==> src/rtl/blk_mem_arbiter.sv <==
// blk_mem_arbiter: serialises I-refill, D-refill and D-write-back block transfers onto one memory port.
// Fixed priority (write-back > D-refill > I-refill) with a starvation override for the I side.
module blk_mem_arbiter #(
    parameter int STARVE_LIMIT = 16,
    parameter int ADDR_W       = 32,
    parameter int BLK_W        = 256
) (
    input  logic              CLK,
    input  logic              RESET,
    input  logic              i_rd_req,
    input  logic [ADDR_W-1:0] i_addr,
    output logic              i_done,
    output logic [BLK_W-1:0]  i_rdata,
    input  logic              d_rd_req,
    input  logic              d_wr_req,
    input  logic [ADDR_W-1:0] d_addr,
    input  logic [BLK_W-1:0]  d_wdata,
    output logic              d_done,
    output logic [BLK_W-1:0]  d_rdata,
    output logic [ADDR_W-1:0] mem_addr,
    output logic              mem_rd,
    output logic              mem_wr,
    output logic [BLK_W-1:0]  mem_wdata,
    input  logic [BLK_W-1:0]  mem_rdata,
    input  logic              mem_rd_valid,
    input  logic              mem_wr_valid,
    output logic              busy
);
    localparam int CW = $clog2(STARVE_LIMIT + 1);

    typedef enum logic [2:0] {IDLE, I_RD, D_RD, D_WR, RESP_I, RESP_D} state_e;

    state_e            state_q, state_d;
    logic [CW-1:0]     cnt_q, cnt_d;
    logic [ADDR_W-1:0] addr_q, addr_d;
    logic [BLK_W-1:0]  wdata_q, wdata_d;
    logic [BLK_W-1:0]  i_rdata_q, i_rdata_d;
    logic [BLK_W-1:0]  d_rdata_q, d_rdata_d;
    logic              starved, grant;

    assign starved = i_rd_req && cnt_q == CW'(STARVE_LIMIT);
    assign grant   = state_q == IDLE && state_d != IDLE;

    always_ff @(posedge CLK or negedge RESET) begin
        if (!RESET) begin
            state_q   <= IDLE;
            cnt_q     <= '0;
            addr_q    <= '0;
            wdata_q   <= '0;
            i_rdata_q <= '0;
            d_rdata_q <= '0;
        end else begin
            state_q   <= state_d;
            cnt_q     <= cnt_d;
            addr_q    <= addr_d;
            wdata_q   <= wdata_d;
            i_rdata_q <= i_rdata_d;
            d_rdata_q <= d_rdata_d;
        end
    end

    always_comb begin
        state_d = state_q;
        case (state_q)
            IDLE:    state_d = starved ? I_RD : d_wr_req ? D_WR : d_rd_req ? D_RD : i_rd_req ? I_RD : IDLE;
            I_RD:    state_d = mem_rd_valid ? RESP_I : I_RD;
            D_RD:    state_d = mem_rd_valid ? RESP_D : D_RD;
            D_WR:    state_d = mem_wr_valid ? RESP_D : D_WR;
            default: state_d = IDLE;
        endcase
    end

    // a waiting I-read with no I grant this cycle means a D request won
    always_comb begin
        cnt_d = cnt_q;
        if (state_q == IDLE)
            cnt_d = (!i_rd_req || state_d == I_RD) ? '0 :
                    (cnt_q == CW'(STARVE_LIMIT)) ? cnt_q : cnt_q + CW'(1);
        addr_d    = grant ? (state_d == I_RD ? i_addr : d_addr) : addr_q;
        wdata_d   = (grant && state_d == D_WR) ? d_wdata : wdata_q;
        i_rdata_d = (state_q == I_RD && mem_rd_valid) ? mem_rdata : i_rdata_q;
        d_rdata_d = (state_q == D_RD && mem_rd_valid) ? mem_rdata : d_rdata_q;
    end

    always_comb begin
        mem_rd    = state_q == I_RD || state_q == D_RD;
        mem_wr    = state_q == D_WR;
        i_done    = state_q == RESP_I;
        d_done    = state_q == RESP_D;
        busy      = state_q != IDLE;
        mem_addr  = addr_q;
        mem_wdata = wdata_q;
        i_rdata   = i_rdata_q;
        d_rdata   = d_rdata_q;
    end
endmodule

==> config.mk <==
export PLATFORM = sky130hd
export DESIGN_NAME = blk_mem_arbiter
export DESIGN_NICKNAME = d
export VERILOG_FILES = /design/src/rtl/blk_mem_arbiter.sv
export SDC_FILE = /design/constraint.sdc
export NUM_CORES = 1
export LEC_CHECK = 0
export CORE_AREA = 2 2 536 538
export CTS_CLUSTER_DIAMETER = 120
export DETAILED_ROUTE_END_ITERATION = 10
export DIE_AREA = 0 0 538 540
export GPL_TIMING_DRIVEN = 0
export PLACE_DENSITY = 0.32
export SYNTH_ARGS = -nofsm -noshare
export SYNTH_HDL_FRONTEND = slang
export SYNTH_SLANG_ARGS = --single-unit
==> constraint.sdc <==
create_clock -name CLK -period 2.19 [get_ports CLK]
set_input_delay 0.3285 -clock CLK [delete_from_list [all_inputs] [get_ports CLK]]
set_output_delay 0.3285 -clock CLK [all_outputs]
set_load 0.02 [all_outputs]
==> qor.txt <==
Outcome -> complete, but fails checks
Failing checks -> hold timing, setup timing
Crit path max fanout -> 10
Hold slack -> -0.199 ns
Synth cell types -> 35
Final cycle utilization of the critical path -> 101%
R2R Setup Slk -> -0.02 ns
Ys flop type -> dfrtp_1
Layout Utilization -> 19.3%
Post-synth top area cell -> dfrtp_1
Initial antenna violation count -> 94
CTS tree -> done
Nets -> 4052
Synth-to-Final Area Change -> 79.9%
Fmax -> 452 MHz
IO Count -> 1388
Drt pass-1 iters -> 4
CP dominant cell by count -> buf_12
Maxcap violations -> 0
Cells after Synth -> 1862
Actual slew at the worst max-slew pin -> 0.686 ns
Final HPWL DP -> 153 mm
RR Startpoint -> state_q[0]
All-Layer GR Usage -> 12.6%
WP buf/inv -> 7
PD cells -> 1620 nW/um^2
Largest incremental delay on the critical path -> 0.39 ns
R2R depth -> 10
CP endpoint kind -> flip-flop
RSZ-0062 raised after global routing -> true
Skew-Pair Late Insertion Delay -> 0.83 ns
Chip height -> 540 um
DRT Wirelength -> 192 mm
Headroom to the max-slew limit -> 54.3%
Startpoint Class -> flip-flop
Vias per cell -> 3.12
Number of synthesized flops with an enable pin -> 0
Clk slew on worst S/H paths -> 0.06 ns
Ys async rst share -> 100%
Die W -> 538 um
Crit. Startpoint -> state_q[0]
Worst-path cell chain -> buf_4 > nor3_4 > inv_2 > buf_8 > a211oi_4 > buf_12 > buf_12 > buf_16 > buf_12 > mux2_1
Initial cell density of the core -> 10.7%
Worst EP required -> 2.89 ns
Warnings, synthesis -> 0
Worst Path Arrival -> 2.91 ns
Max VDD drop -> 784 uV
Longest Clk Path Bufs -> 4
Area of the core -> 284000 um^2
Post-DRT Antenna Nets -> 0
Vias -> 22926
IO buf count -> 1386
Syn Nets -> 2447
Min cycle time layout -> 2.21 ns
GP Congestion -> 0.796
First-pass GRT wire length -> 246 mm
Slowest cell on the critical path -> dfrtp_1
Clock Skews -> 0.0462 ns
Cell family with most CP delay -> buffers and inverters
Yosys reg bits -> 808
CTS Hold Buffers Added -> 45
HP Class -> input pin to async pin
Routed WL per cell -> 26.1 um
GRT overflow -> 0
Synth Cell Area -> 30500 um^2
H-tree depth -> 3
Synth top area share -> 66.2%
Largest cells by area after synthesis -> dfrtp_1 66%, mux2_2 19%, mux2_1 8.9%
Crit Path Class -> flip-flop to flip-flop
Share of post-route cells with drive strength above 1 -> 28.9%
Cell Rows -> 196
Sink Count -> 808
Seq/Total Area, Yosys -> 66.2%
Final Max Slew Viols -> 0
Final setup violating endpoints -> 54
Largest net degree at the start of global routing -> 103
Leakage power -> 23.3 nW
Hold Vio Cnt, Final -> 124
Total CTS buffers -> 114
Root Driver -> clkbuf_16
DRC -> 0
Die Area -> 291000 um^2
Synth Area per Inst -> 16.4 um^2
Iter 0 DRT Violations -> 735
WP depth -> 10
Setup ws final -> -0.0204 ns
Number of global-route vias before repair -> 25129
-- Yosys cell counts (all sizes together), types with 3 or more instances --
cell type	instances
inv	35
nand4	32
mux2i	3
nand2	36
mux2	768
buf	88
a211oi	4
dfrtp	808
nor3	5
o221ai	32
nor2	3
clkbuf	21
a32o	3
-- final cells by class --
| type | count | area, um^2 |
|---|---|---|
| fillers | 31013 | 230000 |
| plain buffers | 109 | 1410 |
| diodes | 32 | 80.1 |
| multi-input cells | 910 | 10100 |
| clock inverters | 31 | 349 |
| inverters | 35 | 131 |
| well taps | 3762 | 4710 |
| repair buffers | 1489 | 14600 |
| flip-flops and latches | 808 | 20200 |
| clock buffers | 167 | 3360 |
-- timing repair --
action                      CTS  global route
gates resized for setup    1092           160
buffers inserted             18            11
setup endpoints to repair  1650           474
hold endpoints to repair    258           153
cloned                        5            14
pin swaps                     6             8
-- logic make-up (layout without fill, tap and decap cells) --
kind of cell | Yosys count | after routing | synth area share, %
other | 0 | 32 | 0
and+or+nand+nor | 89 | 89 | 1.55
xor gates and xnor gates | 1 | 1 | 0.0287
DFF | 808 | 808 | 66.2
muxes | 771 | 771 | 28.4
buffers and inverters | 144 | 1831 | 2.32
adders and majority gates | 2 | 2 | 0.0820
AOI/OAI and AO/OA | 47 | 47 | 1.34
-- worst min-delay path, stage by stage --
cell	delay [ns]
buf_8	0.08
buf_16	0.10
buf_16	0.09
buf_16	0.12
buf_16	0.32
-- registers in the layout, indices dropped and copies added (netlist names) --
name	count
d_rdata	256
i_rdata	256
mem_wdata	256
mem_addr	32
cnt_q	5
state_q	3
-- cells in the final DEF (no fill, tap or decap), types with 13 or more instances in the layout --
master,instances
clkbuf_1,26
inv_1,34
buf_6,24
o221ai_1,17
nand4_1,32
mux2_4,85
mux2_1,155
mux2_2,528
buf_4,43
diode_2,32
clkinv_2,19
clkdlybuf4s15_2,23
buf_16,21
clkbuf_8,32
buf_8,13
clkbuf_16,130
dfrtp_1,801
dlygate4sd2_1,740
o221ai_2,15
nand2_1,36
clkdlybuf4s50_1,602
clkdlybuf4s15_1,14
dlygate4sd3_1,39
buf_12,35
-- where the power goes --
part | internal [mW] | total, mW | leakage, nW | switching (mW)
registers | 22.7 | 26.9 | 9.61 | 4.22
clock network | 11.1 | 18.8 | 1.84 | 7.62
logic | 18.6 | 43.5 | 11.8 | 24.9
total | 52.4 | 89.2 | 23.3 | 36.7
-- final timing paths --
path                                   to
hold reg to reg            mem_wdata[123]
max in group asynchronous    i_rdata[178]
min in group CLK           mem_wdata[157]
hold / removal               i_rdata[220]
setup / recovery           mem_wdata[203]
setup reg to reg           mem_wdata[203]
-- metal layers --
metal / up-vias / GRT usage (%) / share of wire (%)
met5: - / 0 / 0.31
li1: 9944 / - / -
met3: 284 / 6.91 / 12
met1: 11533 / 12.8 / 36
met4: 90 / 3.01 / 2.2
met2: 1075 / 22.1 / 50
-- through the flow --
stage	std cells	TNS [ns]	total power [mW]	cell area (um^2)	setup WS (ns)
after floorplan	1862	0	46.6	30500	0.141
after global placement	7010	-	73.4	49100	-42.03
after detailed placement	7021	-981.73	73.1	49400	-1.48
after CTS	7287	-0.149	89.2	53800	-0.103
after global routing	7317	-14.46	94.1	54800	-0.114
final	7343	-0.437	89.2	54900	-0.0204
Note: power is estimated with default switching activity, not from simulation.
